`config.mk`:
```
export PLATFORM = sky130hd
export DESIGN_NAME = dma_peripheral_endpoint
export DESIGN_NICKNAME = d
export VERILOG_FILES = /design/src/rtl/dma_ep_pkg.sv /design/src/rtl/dma_ep_fifo.sv /design/src/rtl/dma_peripheral_endpoint.sv
export SDC_FILE = /design/constraint.sdc
export NUM_CORES = 1
export LEC_CHECK = 0
export BUFFER_PORTS_ARGS = -buffer_cell sky130_fd_sc_hd__buf_2
export CAP_MARGIN = 15
export CORE_MARGIN = 2
export CORE_UTILIZATION = 60
export DETAILED_ROUTE_END_ITERATION = 10
export GPL_TIMING_DRIVEN = 0
export MAX_ROUTING_LAYER = met4
export PLACE_DENSITY = 0.9
export SLEW_MARGIN = 30
export SYNTH_ARGS = -nofsm -noshare
export SYNTH_HDL_FRONTEND = slang
export SYNTH_SLANG_ARGS = --single-unit
```
`constraint.sdc`:
```
create_clock -name CLK -period 12.3 [get_ports CLK]
set_clock_uncertainty 0.15 [all_clocks]
set_input_delay 2.46 -clock CLK [delete_from_list [all_inputs] [get_ports CLK]]
set_output_delay 2.46 -clock CLK [all_outputs]
set_load 0.02 [all_outputs]
```
`src/rtl/dma_ep_pkg.sv`:
```
// dma_ep_pkg: shared states, direction codes and default widths for the DMA peripheral endpoint
package dma_ep_pkg;
    typedef enum logic [2:0] {IDLE, ARMED, REQ, XFER, TERM} state_e;
    localparam logic DMA_DIR_DEV2MEM = 1'b0;
    localparam logic DMA_DIR_MEM2DEV = 1'b1;
    localparam int DEF_DATA_W = 8;
    localparam int DEF_FIFO_DEPTH = 16;
    localparam int DEF_CNT_W = 16;
endpackage

```
`src/rtl/dma_ep_fifo.sv`:
```
// dma_ep_fifo: synchronous FIFO; pointers carry an extra wrap bit so full and empty differ
module dma_ep_fifo #(
    parameter int DATA_W     = 8,
    parameter int FIFO_DEPTH = 16
) (
    input  logic                         clk,
    input  logic                         rst_n,
    input  logic                         push,
    input  logic                         pop,
    input  logic [DATA_W-1:0]            din,
    output logic [DATA_W-1:0]            head,
    output logic                         full,
    output logic                         empty,
    output logic [$clog2(FIFO_DEPTH):0]  level
);
    localparam int AW = $clog2(FIFO_DEPTH);
    logic [DATA_W-1:0] mem_q [FIFO_DEPTH];
    logic [AW:0] wr_q, wr_d, rd_q, rd_d;
    logic do_push, do_pop;
    always_comb begin
        level = wr_q - rd_q;
        empty = level == '0;
        full = level == (AW+1)'(FIFO_DEPTH);
        head = mem_q[rd_q[AW-1:0]];
        do_pop = pop & ~empty;
        do_push = push & (~full | do_pop);
        wr_d = wr_q + (AW+1)'(do_push);
        rd_d = rd_q + (AW+1)'(do_pop);
    end
    always_ff @(posedge clk or negedge rst_n) begin
        if (!rst_n) begin
            wr_q <= '0;
            rd_q <= '0;
        end else begin
            wr_q <= wr_d;
            rd_q <= rd_d;
        end
    end
    always_ff @(posedge clk) begin
        if (do_push) mem_q[wr_q[AW-1:0]] <= din;
    end
endmodule

```
`src/rtl/dma_peripheral_endpoint.sv`:
```
// dma_peripheral_endpoint: 8237A-style DMA peripheral responder with a local FIFO.
// DMA_EP_EOP_DRIVE_EN adds block_len / eop_drv_n for device-initiated termination.
module dma_peripheral_endpoint
    import dma_ep_pkg::*;
#(
    parameter int DATA_W     = DEF_DATA_W,
    parameter int FIFO_DEPTH = DEF_FIFO_DEPTH,
    parameter int CNT_W      = DEF_CNT_W
) (
    input  logic              CLK,
    input  logic              RESET,
    input  logic              enable,
    input  logic              mode_dir,
    output logic              DREQ,
    input  logic              DACK,
    input  logic              IOR_N,
    input  logic              IOW_N,
    input  logic              EOP_N,
    input  logic [DATA_W-1:0] DB_in,
    output logic [DATA_W-1:0] DB_out,
    output logic              DB_oe,
    input  logic              dev_wr_valid,
    input  logic [DATA_W-1:0] dev_wr_data,
    output logic              dev_wr_ready,
    output logic              dev_rd_valid,
    output logic [DATA_W-1:0] dev_rd_data,
    input  logic              dev_rd_ready,
    output logic [CNT_W-1:0]  xfer_count,
    output logic              tc_done,
    output logic              overrun,
    output logic              underrun
`ifdef DMA_EP_EOP_DRIVE_EN
    ,
    input  logic [CNT_W-1:0]  block_len,
    output logic              eop_drv_n
`endif
);
    localparam int AW = $clog2(FIFO_DEPTH);
    state_e state_q, state_d;
    logic dir_q, dir_d, dreq_q, dreq_d, tc_q, tc_d, ovr_q, ovr_d, unr_q, unr_d;
    logic ior_q, iow_q, en_q;
    logic [CNT_W-1:0] cnt_q, cnt_d;
    logic [DATA_W-1:0] db_q, db_d, head, push_data;
    logic [AW:0] level, lvl_n;
    logic full, empty, dir, active, en_rise, rd_done, wr_done, done;
    logic push, pop, ext_eop, dev_eop, cond_now, cond_post;
`ifdef DMA_EP_EOP_DRIVE_EN
    logic [CNT_W-1:0] blen_q, blen_d;
    logic eop_q, eop_d;
    assign eop_drv_n = eop_q;
`endif

    dma_ep_fifo #(.DATA_W(DATA_W), .FIFO_DEPTH(FIFO_DEPTH)) u_fifo (
        .clk(CLK), .rst_n(RESET), .push(push), .pop(pop), .din(push_data),
        .head(head), .full(full), .empty(empty), .level(level)
    );

    always_comb begin
        dir = (state_q == IDLE) ? mode_dir : dir_q;
        active = (state_q == REQ) || (state_q == XFER);
        en_rise = enable & ~en_q;
        // a strobe completes on its rising edge, seen as registered-low then high
        rd_done = active & DACK & (dir_q == DMA_DIR_DEV2MEM) & ~ior_q & IOR_N;
        wr_done = active & DACK & (dir_q == DMA_DIR_MEM2DEV) & ~iow_q & IOW_N;
        done = rd_done | wr_done;
        dev_wr_ready = (dir == DMA_DIR_DEV2MEM) & ~full;
        dev_rd_valid = (dir == DMA_DIR_MEM2DEV) & ~empty;
        dev_rd_data = head;
        pop = (dir == DMA_DIR_DEV2MEM) ? rd_done & ~empty : dev_rd_valid & dev_rd_ready;
        push = (dir == DMA_DIR_DEV2MEM) ? dev_wr_valid & dev_wr_ready : wr_done & (~full | pop);
        push_data = (dir == DMA_DIR_DEV2MEM) ? dev_wr_data : db_q;
        db_d = IOW_N ? db_q : DB_in;
        lvl_n = level + (AW+1)'(push) - (AW+1)'(pop);
        cond_now = (dir_q == DMA_DIR_DEV2MEM) ? ~empty : ~full;
        cond_post = (dir_q == DMA_DIR_DEV2MEM) ? lvl_n != '0 : lvl_n != (AW+1)'(FIFO_DEPTH);
        DB_oe = active & DACK & (dir_q == DMA_DIR_DEV2MEM) & ~IOR_N;
        DB_out = (DB_oe & ~empty) ? head : '0;
        ext_eop = active & DACK & ~EOP_N;
`ifdef DMA_EP_EOP_DRIVE_EN
        blen_d = en_rise ? block_len : blen_q;
        dev_eop = done & (blen_q != '0) & (cnt_q + CNT_W'(1) == blen_q);
        eop_d = ~dev_eop;
`else
        dev_eop = 1'b0;
`endif
        unique case (state_q)
            IDLE:    state_d = ARMED;
            ARMED:   state_d = cond_now ? REQ : ARMED;
            REQ:     state_d = DACK ? XFER : REQ;
            XFER:    state_d = DACK ? XFER : ARMED;
            default: state_d = TERM;
        endcase
        state_d = !enable ? IDLE : (ext_eop | dev_eop) ? TERM : state_d;
        dir_d = (state_q == IDLE) ? mode_dir : dir_q;
        dreq_d = ((state_d == REQ) || (state_d == XFER)) & cond_post;
        tc_d = (state_d == TERM) & (state_q != TERM);
        cnt_d = en_rise ? '0 : cnt_q + CNT_W'(done);
        ovr_d = ovr_q | (wr_done & full & ~pop);
        unr_d = unr_q | (rd_done & empty);
    end

    always_ff @(posedge CLK or negedge RESET) begin
        if (!RESET) begin
            state_q <= IDLE;
            dir_q <= DMA_DIR_DEV2MEM;
            dreq_q <= 1'b0;
            tc_q <= 1'b0;
            ovr_q <= 1'b0;
            unr_q <= 1'b0;
            cnt_q <= '0;
            db_q <= '0;
            ior_q <= 1'b1;
            iow_q <= 1'b1;
            en_q <= 1'b0;
`ifdef DMA_EP_EOP_DRIVE_EN
            blen_q <= '0;
            eop_q <= 1'b1;
`endif
        end else begin
            state_q <= state_d;
            dir_q <= dir_d;
            dreq_q <= dreq_d;
            tc_q <= tc_d;
            ovr_q <= ovr_d;
            unr_q <= unr_d;
            cnt_q <= cnt_d;
            db_q <= db_d;
            ior_q <= IOR_N;
            iow_q <= IOW_N;
            en_q <= enable;
`ifdef DMA_EP_EOP_DRIVE_EN
            blen_q <= blen_d;
            eop_q <= eop_d;
`endif
        end
    end

    assign DREQ = dreq_q;
    assign tc_done = tc_q;
    assign overrun = ovr_q;
    assign underrun = unr_q;
    assign xfer_count = cnt_q;
endmodule

```
**Yosys cells after proc, flatten, opt, wreduce, memory -nomap -nowiden**

Memories as Yosys holds them, arrays and structs flattened.
Cells that the tools add are included.

- Register bits: 45
- Bits in latches: 0
- Memory bits (writable): 128
- Memory bits (read-only): 0
- Input bits: 26
- Output and inout port bits: 39
- Word-level logic and storage cells: 89
- Memories: 1

- Add/sub/neg operators: 6
- Multiply operators: 0
- Div/mod/pow operators: 0
- $lt $le $gt $ge: 0
- Equal/unequal tests: 9
- Shifts and indexed selects: 0
- Multiplexer cells: 16
- Bitwise logic cells: 39
- Reductions and logical operators: 5

Memories:

| name | words | width | rd ports | clocked after memory_dff | wr ports | RTL line | RTL |
|---|---|---|---|---|---|---|---|
| u_fifo.mem_q | 16 | 8 | 1 | 0 | 1 | dma_ep_fifo.sv:17 | `logic [DATA_W-1:0] mem_q [FIFO_DEPTH];` |

Operator list:

| cell | count |
|---|---|
| AND 1 bit | 24 |
| adder 16 x 1 -> 16 bit | 1 |
| two-way mux 16 bit | 1 |
| two-way mux 8 bit | 2 |
| adder 5 x 1 -> 5 bit | 3 |
| equality test 3 x 2 -> 1 bit (second input constant) | 4 |
| one-hot mux 3 bit (4 select lines) | 1 |
| inverter 1 bit | 10 |
| two-way mux 1 bit | 8 |
| two-way mux 3 bit | 2 |
| equality test 5 bit (second input constant) | 1 |
| logical NOT 5 bit | 1 |
| != test 5 bit (second input constant) | 1 |
| bitwise OR 1 bit | 5 |
| nonzero test 5 bit | 1 |
| subtractor 5 x 1 -> 5 bit | 1 |
| subtractor 5 bit | 1 |
| two-way mux 2 bit | 2 |
| equality test 3 x 1 -> 1 bit (second input constant) | 1 |
| equality test 3 bit (second input constant) | 1 |
| logical NOT 3 bit | 1 |
| != test 3 bit (second input constant) | 1 |
| logical OR 1 bit | 2 |

**Longest topological paths before layout**

- Word-level depth: 16
- Mapped depth: 23

**Hierarchy**

From an unflattened synthesis, not the netlist that was laid out.

- Cell total of the unflattened synthesis: 441
- Area total of the unflattened synthesis: 7508.5 um^2

Modules (own cells, without submodules):

| module | times used | cells each | area an instance (um^2) | sequential area each (um^2) |
|---|---|---|---|---|
| dma_ep_fifo | 1 | 256 | 5547.8 | 4093.9 |
| dma_peripheral_endpoint | 1 | 185 | 1960.6 | 878.3 |

**Worst setup path after synthesis**

OpenSTA, ideal clock, no wires.

- Path type: input-to-output
- Start: input port DACK
- End: output port DB_out[6]
- Arrival time: 4104 ps
- Path slack: 5586 ps
- Stages on the path: 4
- Cell sequence: nand3b_1 > nor3_1 > o21ai_0 > a211oi_1

- Word-level cells in the longest chain between the ends: 5

Ends and longest elaborated chain:

| element | RTL line | RTL |
|---|---|---|
| from (decl) | dma_peripheral_endpoint.sv:15 | `input logic DACK,` |
| AND 1 bit (3 in a row) | dma_peripheral_endpoint.sv:76 | `DB_oe = active & DACK & (dir_q == DMA_DIR_DEV2MEM) & ~IOR_N;` |
| net DB_oe | dma_peripheral_endpoint.sv:21 | `output logic DB_oe,` |
| AND 1 bit | dma_peripheral_endpoint.sv:77 | `DB_out = (DB_oe & ~empty) ? head : '0;` |
| two-way mux 8 bit | dma_peripheral_endpoint.sv:77 |  |
| to (decl) | dma_peripheral_endpoint.sv:20 | `output logic [DATA_W-1:0] DB_out,` |

The timed path passes the listed nets, and every way through them passes these cells.

**Final worst setup path**

- Start: register u_fifo.rd_q[1]
- End: output port DB_out[1]

- Word-level cells in the longest chain between the ends: 5
- Elaborated cells between the ends (all ways): 6

Ends and longest elaborated chain:

| element | RTL line | RTL |
|---|---|---|
| from (decl) | dma_ep_fifo.sv:18 | `logic [AW:0] wr_q, wr_d, rd_q, rd_d;` |
| from (signal assigned) | dma_ep_fifo.sv:36 | `rd_q <= rd_d;` |
| subtractor 5 bit | dma_ep_fifo.sv:21 | `level = wr_q - rd_q;` |
| logical NOT 5 bit | dma_ep_fifo.sv:22 | `empty = level == '0;` |
| inverter 1 bit | dma_peripheral_endpoint.sv:77 |  |
| AND 1 bit | dma_peripheral_endpoint.sv:77 |  |
| two-way mux 8 bit * | dma_peripheral_endpoint.sv:77 |  |

Every way passes the cells marked *; elsewhere a longest branch is shown, timed or not.

==> summary.txt <==
Yosys
  – Synth unique cells: 49
  – Synth Warn #: 0
  – Synth top area share: 0.509
  – Flops & latches, synth: 173
  – Synth Cell Area: between 7000 and 8000 µm²
  – Sequential area share after synthesis: 0.658
  – Syn Nets: ~540
  – Largest cells by area after synthesis: edfxtp_1, dfrtp_1, mux4_2
  – Cell count after synthesis: 497
  – Post-synth top area cell: edfxtp_1
  – Syn avg cell area: 15.2 µm²
  – Fraction of registers with async set/reset: 0.260
  – Top FF cell, synth: edfxtp_1
  – Post-synth EDFFs: 128

STA
  – Fin crit period: between 7000 and 8000 ps
  – Fmax: approximately 0.13 GHz
  – Slew Viols, Final: 0
  – Worst slew pin tran: ~980 ps
  – Final TNS setup: 0 ps
  – Final Hold Fails: 0
  – Relative slew slack: 0.348
  – Final worst path period share: 0.640
  – RSZ-0062 raised after global routing: false
  – Final setup viols: 0

Run status
  – Outcome: finished clean

Routing
  – Routed len/inst: 23.8 µm
  – Drt pass-1 iters: 5
  – # DRC: 0
  – Detail Route Antenna Nets: 0
  – Via Count: between 4000 and 5000
  – Via/cell ratio: about 6.4
  – Starting DRT DRC Count: roughly 600
  – Routed WL: between 15 and 20 mm

Clock tree
  – CTS tree: yes
  – Sink Count: between 150 and 200
  – Clock slew at reported path FFs: ~70 ps
  – # H-tree levels: 4
  – Root Driver: clkbuf_16
  – CTS buffer count: 17
  – Post-CTS setup buffer count: 0
  – CTS Hold Buffers Added: 0
  – Clk_lat worst skew: approximately 440 ps
  – Clock Path Buffers: 2
  – # resized after CTS: 0

Final layout
  – Commonest cells after routing, fill and taps aside: edfxtp_1, buf_2, nand2_1
  – Layout cells sized above 1: 0.290
  – Area of the multi-input gates: 2470 µm²
  – Commonest non-fill, non-tap cell in the layout: edfxtp_1
  – Fillcell total: 703
  – P&R area growth vs syn: 15.7%
  – Antenna diodes: 0
  – Fin nets: 625
  – Finished Core Util: 0.719
  – Seq. cell area: around 5000 µm²

Critical path
  – Crit end category: output pin
  – Critical path arrival: about 5300 ps
  – Worst Setup Start Kind: register
  – Critical Setup Path Class: register to output pin
  – Reg2reg end: DREQ$_DFF_PN0_
  – Worst Setup EP: DB_out[1]
  – Worst Path Required: between 9000 and 10000 ps
  – Beginning of the worst register-to-register path: u_fifo.rd_q[1]$_DFF_PN0_
  – Worst R2R Setup Slack: ~4700 ps
  – CP Launch Point: u_fifo.rd_q[1]$_DFF_PN0_
  – R2R cell count: 23
  – Worst-path maximum fanout: 10

Placed design
  – Placer Congestion: slightly above 0.9
  – DP HPWL: between 10 and 15 mm
  – PortBufs: 64

Power and ir drop
  – Worst VDD drop: about 0.16 mV
  – Leakage power: between 3 and 4 nW
  – Power density cells: 264 nW/µm²

Global routing
  – Initial antenna violation count: 0
  – First-pass GRT wire length: between 20 and 30 mm
  – Vias in the first global route: 4872
  – GRT Residual Overflow: 0
  – GRT Overall Usage: 0.294
  – Largest net degree at the start of global routing: 46

Floorplan
  – Core area: 12200 µm²
  – Site row count: 40
  – Chip width: approximately 120 µm
  – I/O pin count: 65
  – Starting density of the core: 0.621
  – Die span in y: 116 µm
  – DIE AREA: approximately 13000 µm²

Flow run
  – # Max-Cap Violations: 0

Worst hold path
  – Worst Hold Class: register to register
-- state kept, by name (all words and copies together), names as in the netlist, 3 cells and up --
name / flops
xfer_count: 16
u_fifo.wr_q: 5
u_fifo.mem_q: 128
state_q: 3
db_q: 8
u_fifo.rd_q: 5
-- critical path: stages, from the launching register on --
cell and delay [ps]:
dfrtp_1 360, clkbuf_1 370, buf_2 390, buf_2 310, clkinv_1 500, ha_1 480
nor2b_1 130, o21ai_0 210, nor3b_1 360, or2_2 200, ha_1 170, nand3_1 160
o21ai_1 740, and2b_1 260, buf_2 150
-- layer usage --
metal,track usage,vias to the layer above,share of wire
met2,0.483,347,0.53
met3,0.0628,57,0.093
met5,-,-,0
met4,0.123,0,0.027
met1,0.359,2403,0.35
li1,-,2044,-
-- cell usage after synthesis, drive strengths merged (2+ instances only) --
master,instances
edfxtp,128
nand2,50
dfrtp,43
mux4,32
a21oi,27
nor2,22
ha,16
mux2,16
inv,14
nand3,13
xnor2,12
and3,11
buf,11
nor2b,11
o21ai,9
xor2,9
a31oi,8
clkbuf,7
and2b,5
a21o,4
nor3,4
or3,4
a211oi,3
a21boi,3
and2,3
mux2i,3
nand4,3
a211o,2
and3b,2
clkinv,2
dfstp,2
fa,2
o211ai,2
o21a,2
or2,2
-- how the worst min path moves through the flow --
stage,to,slack [ps],depth (start not counted),start
2_1_floorplan,u_fifo.wr_q[4]$_DFF_PN0_,310,1,u_fifo.wr_q[4]$_DFF_PN0_
3_3_place_gp,underrun$_DFF_PN0_,290,1,underrun$_DFF_PN0_
3_5_place_dp,overrun$_DFF_PN0_,310,1,overrun$_DFF_PN0_
4_1_cts,overrun$_DFF_PN0_,320,1,overrun$_DFF_PN0_
5_1_grt,u_fifo.wr_q[4]$_DFF_PN0_,370,1,u_fifo.wr_q[4]$_DFF_PN0_
6_report,overrun$_DFF_PN0_,330,1,overrun$_DFF_PN0_
-- metrics by stage --
stage | hold WS [ps] | power, mW | cell area (µm²) | setup WS [ps] | cells
floorplan | 315 | 1.47 | 7550 | 5590 | 497
global placement | 286 | 1.66 | 8080 | 4860 | 729
detailed placement | 309 | 1.72 | 8110 | 5140 | 729
CTS | 324 | 2.29 | 8710 | 4540 | 761
global route | 371 | 2.40 | 8740 | 4180 | 762
finish | 327 | 2.31 | 8740 | 4430 | 762
-- logic make-up after synthesis --
kind of cell	count (synthesis)	synth area share
DFF	173	0.658
adders and majority gates	18	0.0318
xor gates and xnor gates	22	0.0273
and+or+nand+nor	137	0.0903
muxes	51	0.123
buffers and inverters	34	0.0197
AOI/OAI and AO/OA	62	0.0490
-- report_power, final --
part | switching, mW | internal (mW)
sequential | 0.0421 | 0.740
combinational | 0.598 | 0.389
clock | 0.252 | 0.290
total | 0.892 | 1.42
-- area by class of cell --
type	instances	area share
sequential	173	0.569
timing repair buffer	65	0.0378
clock inverter	15	0.0202
multi-input combinational	290	0.283
clock buffer	17	0.0487
inverter	16	0.00687
tap	168	0.0241
buffer	18	0.0102
Power figures use the tool's default switching activity.
